$ cat config.mk
export PLATFORM = sky130hd
export DESIGN_NAME = mips_memory_writeback_stage
export DESIGN_NICKNAME = d
export VERILOG_FILES = /design/src/rtl/mips_memory_writeback_stage.sv
export SDC_FILE = /design/constraint.sdc
export NUM_CORES = 1
export LEC_CHECK = 0
export ABC_AREA = 1
export CAP_MARGIN = 0
export CORE_MARGIN = 2
export CORE_UTILIZATION = 36
export DETAILED_ROUTE_END_ITERATION = 8
export PLACE_DENSITY = 0.76
export RECOVER_POWER = 100
export SLEW_MARGIN = 20
export SYNTH_ARGS = -nofsm -noshare
export SYNTH_HDL_FRONTEND = slang
export SYNTH_SLANG_ARGS = --single-unit
$ cat constraint.sdc
create_clock -name clock -period 1.2 [get_ports clock]
set_clock_uncertainty 0.15 [all_clocks]
set_input_delay 0.3 -clock clock [delete_from_list [all_inputs] [get_ports clock]]
set_output_delay 0.3 -clock clock [all_outputs]
set_load 0.01 [all_outputs]
$ cat src/rtl/mips_memory_writeback_stage.sv
// mips_memory_writeback_stage
//
// Pipeline register and load-alignment unit that sits between the memory
// datapath and the register-file writeback port. Each cycle it captures the
// memory word, ALU result, destination index and writeback controls. Before
// the register it extracts and extends sub-word loads and selects the
// writeback value. It then drives the register-file write port, plus a
// forwarding port for the execute stage.
//
// Optional feature: define MIPS_MEMORY_WRITEBACK_RETIRE_COUNT_EN to add the
// retired_count output. This is a wrapping 32-bit count of slots that
// retire from this stage.
//
// Ports
//   clock, reset_n    rising-edge clock; asynchronous active-low reset
//   in_valid          memory-stage slot holds a real instruction
//   mem_out           memory read word (already byte-masked)
//   alu_result        ALU result; bits [1:0] are the load byte offset
//   dest_reg          writeback register index
//   reg_write         instruction writes the register file
//   mem_to_reg        1 = write load data, 0 = write alu_result
//   access_size       0 word, 1 half, 2 byte, 3 reserved (treated as word)
//   sign_extend       1 = sign-extend sub-word loads, 0 = zero-extend
//   stall, flush      hazard-unit controls (flush wins over stall)
//   wb_valid          registered slot is valid
//   wb_we, wb_dest,
//   wb_data           register-file write port
//   wb_misaligned     registered slot was a misaligned load
//   fwd_valid, fwd_dest,
//   fwd_data          forwarding port (purely from registers)
//   retired_count     retire counter (only with the macro above)
//
// Only DATA_W = 32 is supported; the lane extraction is fixed to 32 bits.

module mips_memory_writeback_stage #(
  parameter int unsigned DATA_W = 32,
  parameter int unsigned REG_W  = 5
) (
  input  logic              clock,
  input  logic              reset_n,
  input  logic              in_valid,
  input  logic [DATA_W-1:0] mem_out,
  input  logic [DATA_W-1:0] alu_result,
  input  logic [REG_W-1:0]  dest_reg,
  input  logic              reg_write,
  input  logic              mem_to_reg,
  input  logic [1:0]        access_size,
  input  logic              sign_extend,
  input  logic              stall,
  input  logic              flush,
  output logic              wb_valid,
  output logic              wb_we,
  output logic [REG_W-1:0]  wb_dest,
  output logic [DATA_W-1:0] wb_data,
  output logic              wb_misaligned,
  output logic              fwd_valid,
  output logic [REG_W-1:0]  fwd_dest,
  output logic [DATA_W-1:0] fwd_data
`ifdef MIPS_MEMORY_WRITEBACK_RETIRE_COUNT_EN
  ,
  output logic [31:0]       retired_count
`endif
);

  localparam logic [1:0] SizeHalf = 2'd1;
  localparam logic [1:0] SizeByte = 2'd2;

  // ---------------------------------------------------------------------
  // Load alignment and writeback select (combinational, ahead of register)
  // ---------------------------------------------------------------------
  logic [1:0]        off;
  logic              is_half;
  logic              is_byte;
  logic              is_word;
  logic [15:0]       half_lane;
  logic [7:0]        byte_lane;
  logic [DATA_W-1:0] load_value;
  logic [DATA_W-1:0] wb_value;
  logic              misaligned;

  always_comb begin
    off       = alu_result[1:0];
    is_half   = (access_size == SizeHalf);
    is_byte   = (access_size == SizeByte);
    // Reserved encoding 3 falls through to word.
    is_word   = !is_half && !is_byte;

    // Little-endian lanes: half selected by off[1], byte by the full offset.
    half_lane = off[1] ? mem_out[31:16] : mem_out[15:0];
    case (off)
      2'd0:    byte_lane = mem_out[7:0];
      2'd1:    byte_lane = mem_out[15:8];
      2'd2:    byte_lane = mem_out[23:16];
      default: byte_lane = mem_out[31:24];
    endcase

    if (is_half) begin
      load_value = {{16{sign_extend & half_lane[15]}}, half_lane};
    end else if (is_byte) begin
      load_value = {{24{sign_extend & byte_lane[7]}}, byte_lane};
    end else begin
      load_value = mem_out;
    end

    wb_value   = mem_to_reg ? load_value : alu_result;

    // Byte loads can never be misaligned; non-load slots are never flagged.
    misaligned = mem_to_reg & in_valid &
                 ((is_half & off[0]) | (is_word & (off != 2'b00)));
  end

  // ---------------------------------------------------------------------
  // Stage register
  // ---------------------------------------------------------------------
  logic              valid_q;
  logic              reg_write_q;
  logic              misaligned_q;
  logic [REG_W-1:0]  dest_q;
  logic [DATA_W-1:0] data_q;

  always_ff @(posedge clock or negedge reset_n) begin
    if (!reset_n) begin
      valid_q      <= 1'b0;
      reg_write_q  <= 1'b0;
      misaligned_q <= 1'b0;
      dest_q       <= '0;
      data_q       <= '0;
    end else if (flush) begin
      // Squash the slot. The data fields still load; valid_q = 0 keeps wb_we low.
      valid_q      <= 1'b0;
      misaligned_q <= 1'b0;
      reg_write_q  <= reg_write;
      dest_q       <= dest_reg;
      data_q       <= wb_value;
    end else if (!stall) begin
      valid_q      <= in_valid;
      misaligned_q <= misaligned;
      reg_write_q  <= reg_write;
      dest_q       <= dest_reg;
      data_q       <= wb_value;
    end
  end

  // ---------------------------------------------------------------------
  // Outputs: all derived from the register, with no path from the inputs
  // ---------------------------------------------------------------------
  logic we;

  always_comb begin
    // Writes to $0 are always suppressed, as are misaligned slots.
    we            = valid_q & reg_write_q & ~misaligned_q & (dest_q != '0);
    wb_valid      = valid_q;
    wb_we         = we;
    wb_dest       = dest_q;
    wb_data       = data_q;
    wb_misaligned = misaligned_q;
    fwd_valid     = we;
    fwd_dest      = dest_q;
    fwd_data      = data_q;
  end

`ifdef MIPS_MEMORY_WRITEBACK_RETIRE_COUNT_EN
  // ---------------------------------------------------------------------
  // Retire counter: counts slots leaving the stage. Flush does not clear it.
  // ---------------------------------------------------------------------
  logic [31:0] retired_q;

  always_ff @(posedge clock or negedge reset_n) begin
    if (!reset_n) begin
      retired_q <= '0;
    end else if (valid_q && !stall && !misaligned_q) begin
      retired_q <= retired_q + 32'd1;
    end
  end

  assign retired_count = retired_q;
`endif

endmodule

==> results_dict.tcl, run 1 <==
set metrics [dict create \
    hold_depth 4 \
    hold_path_class "in -> reg" \
    clkLatencyLatePin_ns 0.30 \
    routedWlPerCell_um 17.8 \
    max-vdd-ir-drop_v 0.000427 \
    setup_slack_ns -0.466 \
    status "complete, but fails checks" \
    root_buffer "clkbuf_8" \
    htreeDepth 2 \
    fillCellCount 527 \
    failed_checks "negative setup slack" \
    pin_count 157 \
    synthTopCellsByArea "dfrtp_1 34%, nand2_1 21%, buf_4 10%" \
    fin_crit_sh_pct 139 \
    synth_edf_count 0 \
    pre_cts_ws_ns -0.949 \
    drt-total-wl_um 13700 \
    hold_viol_final 0 \
    drc 0 \
    hp-start "stall" \
    dp.final_hpwl_um 7420 \
    grt_pass1_wl_um 20200 \
    final_max_slew_viol_count 0 \
    row_count 32 \
    grt_max_degree 41 \
    wl_met1_um 5250 \
    drtIter0Drc 234 \
    drive_above_1_share_pct 44.1 \
    syn-num-nets 531 \
    cts_tree "yes" \
    yosysTopAreaCellShare_pct 34.3 \
    syn_area_mm2 0.00292 \
    crit_type "reg -> out" \
    required_ns 0.75 \
    antenna_found_initial 0 \
    grt_pass1_vias 3974 \
    p_leak_nw 2.98 \
    wl_met3_um 909 \
    cp_max_fo 2 \
    critPathCaptureType "output port" \
    r2r.worst_path.cells 5 \
    wl_met2_um 6950 \
    fmax_mhz 600 \
    design.core.area_mm2 0.00781 \
    critPathLaunchType "flip-flop" \
    grt.overflow.total 0 \
    dieHeight_um 94.0 \
    syn_inst 450 \
    cts_buffer_depth 2 \
    period_minus_slack_ns 1.67 \
    clk_pin_slew_ns 0.08 \
    cts_made_buffers 5 \
    synth_cell_types 25 \
    cts_num_sinks 40 \
    yosysWarningCount 0 \
    area_delta_synth_final_pct 106 \
    yosysTopAreaCell "dfrtp_1" \
    dieArea_mm2 0.00884 \
    yosysSeqAreaShare_pct 34.3 \
    place_congestion 0.889 \
    synth_seq_cells 40 \
    vias_per_cell 5.04 \
    die_w_um 94.0 \
    nets 745 \
    rsz0062_at_grt "yes" \
    max-slew-margin-rel_pct 74.6 \
    hold_end "wb_valid" \
    place_inst 694 \
    portBuffers 156 \
    initial_utilization_pct 37.4 \
    cp_data_arrival_time_ns 1.22 \
    setup_viol 112 \
    grt.total_usage_pct 29.9 \
    place_area_mm2 0.00482 \
    fin_area_mm2 0.00602 \
    power.density_mw_per_mm2 891 \
    yosys.cell_count.top_type "nand2_1" \
    vias 3867 \
    stdcell_count 768 \
    synthArstFlopShare_pct 100 \
    worst_pin_slew_ns 0.381 \
    synthTopCellsByCount "165 x nand2_1, 63 x nor2_1, 40 x dfrtp_1" \
    fin_util_pct 77.1 \
    r2r_start "fwd_dest[3]" \
    highest_layer "met4" \
    finalPower_mw 5.36 \
    cap_viol_max_count 0 \
    drt-pass1-iter-count 6 \
    reg2reg_slack_ns 0.06 \
    r2r-end "fwd_dest[3]" \
    ant_nets 0 \
    syn_avg_cell_area_um2 6.49 \
    synth_ff_type "dfrtp_1" \
]
==> routing by layer <==
layer,vias to the layer above,global-route usage (%)
li1,1806,-
met2,195,51.8
met1,1817,35.1
met4,0,14.6
met3,49,5.70
met5,-,0
==> cells in the final DEF, fill, tap and decap left out, types with 4 or more instances in the layout <==
cell / n
a21oi_1: 12
a21oi_2: 12
a21oi_4: 9
buf_12: 13
buf_16: 6
buf_2: 42
buf_4: 46
buf_6: 79
clkbuf_8: 7
clkdlybuf4s50_1: 60
dfrtp_1: 40
dlygate4sd2_1: 10
dlymetal6s2s_1: 4
inv_1: 12
inv_2: 4
nand2_1: 139
nand2_2: 21
nand2_4: 5
nand3_1: 10
nand3_2: 15
nand3_4: 5
nor2_1: 61
o21a_1: 6
o21ai_0: 5
o21ai_1: 9
==> layout make-up <==
cell class	count	area [um^2]	share of cell area [%]
repair buffers	267	2760	45.9
multi-input cells	326	1870	31.0
flip-flops and latches	40	1000	16.6
inverters	23	129	2.14
well taps	102	128	2.12
clock buffers	7	96.3	1.60
clock inverters	1	30.0	0.499
repair inverters	1	7.51	0.125
diodes	1	2.50	0.0416
==> registers in the layout, indices dropped and copies added (netlist names) <==
name / flops
wb_valid: 1
reg_write_q: 1
fwd_dest: 5
wb_misaligned: 1
fwd_data: 32
==> worst max-delay path, stage by stage, from the launching register on <==
cell and delay (ns):
dfrtp_1 0.40, nor3_2 0.17, nand3_1 0.09, nand4_1 0.10
inv_2 0.05, buf_6 0.11
==> per-stage QoR <==
stage,setup TNS [ns],hold slack [ns]
6_report,-17.44,0.296
5_1_grt,-21.43,0.304
4_1_cts,-22.06,0.296
3_5_place_dp,-42.93,0.139
3_3_place_gp,-41.55,0.137
2_1_floorplan,-5.24,-0.146
==> power breakdown <==
part / internal [mW] / switching (mW) / total [mW]
Clock: 0.735 / 0.519 / 1.25
Combinational: 1.38 / 1.12 / 2.50
Sequential: 1.50 / 0.118 / 1.61
Total: 3.61 / 1.76 / 5.36
==> cell families after synthesis <==
family / Yosys count / synth area share (%)
AO/OA/AOI/OAI: 57 / 10.5
AND/OR/NAND/NOR: 267 / 37.0
flip-flops: 40 / 34.3
buffers and inverters: 84 / 17.4
adder cells (fa/ha/maj): 2 / 0.857
==> worst max path at each step <==
stage	slack (ns)	startpoint	cells after the start	to
after floorplan	-0.19	fwd_dest[4]	5	wb_we
after global placement	-0.91	alu_result[1]	9	fwd_data[15]
after detailed placement	-0.95	alu_result[1]	9	fwd_data[15]
after CTS	-0.49	fwd_dest[3]	5	fwd_valid
after global routing	-0.55	fwd_dest[3]	5	fwd_valid
final	-0.47	fwd_dest[3]	5	fwd_valid
==> timing repair <==
item | in CTS | in global routing
endpoints found under the hold margin | 40 | 0
endpoints found under the setup margin | 118 | 117
pin swaps | 29 | 35
hold buffers | 1 | 0
gates cloned | 11 | 1
gates resized for setup | 455 | 76
buffers inserted | 47 | 17
Note: power is estimated with default switching activity, not from simulation.
==> run 2, diff against run 1 <==
--- a/config.mk
+++ b/config.mk
@@ -12,7 +12,6 @@
 export DETAILED_ROUTE_END_ITERATION = 8
 export PLACE_DENSITY = 0.76
 export RECOVER_POWER = 100
-export SLEW_MARGIN = 20
 export SYNTH_ARGS = -nofsm -noshare
 export SYNTH_HDL_FRONTEND = slang
 export SYNTH_SLANG_ARGS = --single-unit
==> results of run 2 <==
Same layout as run 1: the final DEF is identical, and so are final timing and power.
==> run 3, diff against run 2 <==
--- a/config.mk
+++ b/config.mk
@@ -5,13 +5,12 @@
 export SDC_FILE = /design/constraint.sdc
 export NUM_CORES = 1
 export LEC_CHECK = 0
-export ABC_AREA = 1
 export CAP_MARGIN = 0
 export CORE_MARGIN = 2
-export CORE_UTILIZATION = 36
+export CORE_UTILIZATION = 35
 export DETAILED_ROUTE_END_ITERATION = 8
 export PLACE_DENSITY = 0.76
-export RECOVER_POWER = 100
+export RECOVER_POWER = 25
 export SYNTH_ARGS = -nofsm -noshare
 export SYNTH_HDL_FRONTEND = slang
 export SYNTH_SLANG_ARGS = --single-unit
==> run 3 against run 2 <==
The flow still finishes with violations (negative setup slack). First-iteration DRC count grew 21%. Core utilization shrank 10 points. Sequential power is essentially flat. Sequential share of layout area grew 3.0 points. Largest power group unchanged. Hold slack lost 0.11 ns. Clock-buffer cell count shrank 1. Clock power shrank 30%. Wire length shrank 20%. Synthesized area shrank 6.2%. Non-clock buffer count shrank 28. Critical path depth shrank 1. Sequential cell count is the same.
==> results_dict.tcl, run 3 <==
set metrics [dict create \
    path_buf_inv 1 \
    p_comb_share_pct 45.3 \
    syn_avg_cell_area_um2 8.32 \
    cts_buffer_depth 2 \
    syn_inst 329 \
    antenna_cells 0 \
    routedWlPerCell_um 17.8 \
    area_delta_synth_final_pct 86.5 \
    synthTopCellsByArea "dfrtp_1 37%, buf_4 11%, o21ai_0 7.1%" \
    yosysTopAreaCell "dfrtp_1" \
    power.share.clock_pct 19.1 \
    grt_max_degree 41 \
    max-slew-margin-rel_pct 74.5 \
    row_count 32 \
    nets 596 \
    p_sw_share_pct 33.1 \
    hold_viol_final 0 \
    setup_slack_ns -0.766 \
    ant_nets 0 \
    htreeDepth 2 \
    dieArea_mm2 0.00855 \
    layout_common_cells "74 x buf_6, 64 x clkdlybuf4s50_1, 54 x buf_2" \
    r2r_start "fwd_data[11]" \
    clk_pin_slew_ns 0.07 \
    cp_data_arrival_time_ns 1.52 \
    syn-num-nets 410 \
    clkLatencyLatePin_ns 0.29 \
    crit_start "fwd_dest[2]" \
    fin_crit_sh_pct 164 \
    finalPower_mw 4.54 \
    p_leak_nw 2.26 \
    critPathCaptureType "output port" \
    max-vdd-ir-drop_v 0.000400 \
    root_buffer "clkbuf_8" \
    dieHeight_um 92.5 \
    rsz0062_at_grt "yes" \
    crit_type "reg -> out" \
    cpPeakStageDelay_ns 0.55 \
    required_ns 0.75 \
    yosysTopAreaCellShare_pct 36.5 \
    die_w_um 92.5 \
    pin_count 157 \
    drt-pass1-iter-count 5 \
    grt_pass1_vias 3278 \
    setup_viol 110 \
    power.density_mw_per_mm2 890 \
    cp_top_family "simple AND/OR/NAND/NOR gates" \
    final_common_cell "buf_6" \
    cp_slowest_cell "or4_4" \
    drive_above_1_share_pct 48.0 \
    largest_reg_flops 32 \
    initial_utilization_pct 35.8 \
    cap_viol_max_count 0 \
    syn_area_mm2 0.00274 \
    final_max_slew_viol_count 0 \
    fin_util_pct 66.8 \
    fmax_mhz 509 \
    synth_seq_cells 40 \
    vias_per_cell 5.27 \
    cts_tree "yes" \
    yosysSeqAreaShare_pct 36.5 \
    crit_path_cell_trace "or4_4, nor2_4, nor3_2, buf_2" \
    pre_cts_ws_ns -1.02 \
    failed_checks "negative setup slack" \
    synthTopCellsByCount "50 x nand2_1, 40 x dfrtp_1, 39 x buf_4, 39 x o21ai_0, 31 x or3_1" \
    drtIter0Drc 283 \
    cts_num_sinks 40 \
    synth_ff_type "dfrtp_1" \
    period_minus_slack_ns 1.97 \
    dp.final_hpwl_um 7460 \
    design.core.area_mm2 0.00765 \
    critPathLaunchType "flip-flop" \
    portBuffers 156 \
    synth_edf_count 0 \
    drt-total-wl_um 11000 \
    internal-power_mw 3.04 \
    cts_made_buffers 5 \
    drc 0 \
    place_congestion 0.916 \
    p_seq_share_pct 35.6 \
    cp_max_fo 2 \
    grt_pass1_wl_um 16800 \
    vias 3251 \
    grt.total_usage_pct 25.0 \
    worst_pin_slew_ns 0.383 \
    status "complete, but fails checks" \
    yosys.cell_count.top_type "nand2_1" \
    synth_cell_types 37 \
    p_switching_mw 1.51 \
    antenna_found_initial 0 \
    hp-start "in_valid" \
    grt.overflow.total 0 \
    yosysWarningCount 0 \
    hold_path_class "in -> reg" \
    synthArstFlopShare_pct 100 \
]
run 3: cell types whose count changed after synthesis, sizes merged, moves of 20 or more:
| cell | previous run | this run |
|---|---|---|
| nand3 | 30 | 4 |
| nor2 | 65 | 6 |
| nand2 | 167 | 51 |
| inv | 22 | 2 |
| or3 | 0 | 31 |
| o21ai | 16 | 39 |
run 3: what timing repair did:
item	4_1_cts	5_1_grt
endpoints found under the setup margin	117	117
setup buffers	27	12
pin swaps	35	28
resized for setup	467	23
hold endpoints to repair	40	0
gates cloned	3	0
hold buffers	1	0
run 3: kinds of logic after synthesis:
| family | after synthesis | share of synthesized area, % |
|---|---|---|
| adder cells (fa/ha/maj) | 2 | 0.914 |
| buffers and inverters | 62 | 14.5 |
| AND/OR/NAND/NOR | 118 | 22.6 |
| multiplexers | 6 | 2.70 |
| flip-flops | 40 | 36.5 |
| AO/OA/AOI/OAI | 101 | 22.8 |
run 3: worst register-to-register path: cells and delay by family (launching register included):
kind                   cells  cell delay (ns)
AOI/OAI and AO/OA          2             0.29
DFF                        1             0.40
buffers and inverters      2             0.24
run 3: routing by layer:
layer	track usage (%)	vias to the layer above	routed length [um]
li1	-	1498	-
met1	30.0	1567	4160
met2	44.7	161	5730
met3	4.48	25	825
met4	8.83	0	260
met5	0	-	0
run 3: path summary, 6_finish.rpt:
path	to	slack (ns)	depth (start not counted)
max	fwd_valid	-0.77	4
min	wb_valid	0.19	3
max reg2reg	fwd_data[11]	0	4
min reg2reg	reg_write_q	0.34	2
max in group asynchronous	fwd_data[9]	0.21	3
min in group asynchronous	fwd_data[30]	0.41	3
run 3: layout make-up:
type                       count  area, um^2
fill                         604        2540
timing repair buffer         239        2230
multi-input combinational    227        1650
sequential                    40        1000
tap                          102         128
clock buffer                   6        72.6
inverter                       2        27.5
clock inverter                 1        5.00
run 3: power groups by stage:
| stage | Sequential, mW | Combinational (mW) | Clock (mW) |
|---|---|---|---|
| 6_report | 1.62 | 2.06 | 0.869 |
| 4_1_cts | 1.61 | 2.01 | 0.885 |
| 5_1_grt | 1.64 | 2.18 | 0.926 |
| 3_3_place_gp | 1.64 | 1.81 | 0 |
| 3_5_place_dp | 1.65 | 1.83 | 0 |
| 2_1_floorplan | 1.70 | 0.780 | 0 |
run 3: metrics by stage:
| stage | hold WS (ns) | cell area (um^2) | std cells | TNS (ns) |
|---|---|---|---|---|
| 2_1_floorplan | -0.146 | 2920 | 329 | -10.89 |
| 3_3_place_gp | 0.144 | 4610 | 574 | -46.73 |
| 3_5_place_dp | 0.146 | 4610 | 574 | -48.22 |
| 4_1_cts | 0.232 | 5040 | 611 | -18.21 |
| 5_1_grt | 0.240 | 5110 | 617 | -22.08 |
| 6_report | 0.191 | 5110 | 617 | -19.09 |
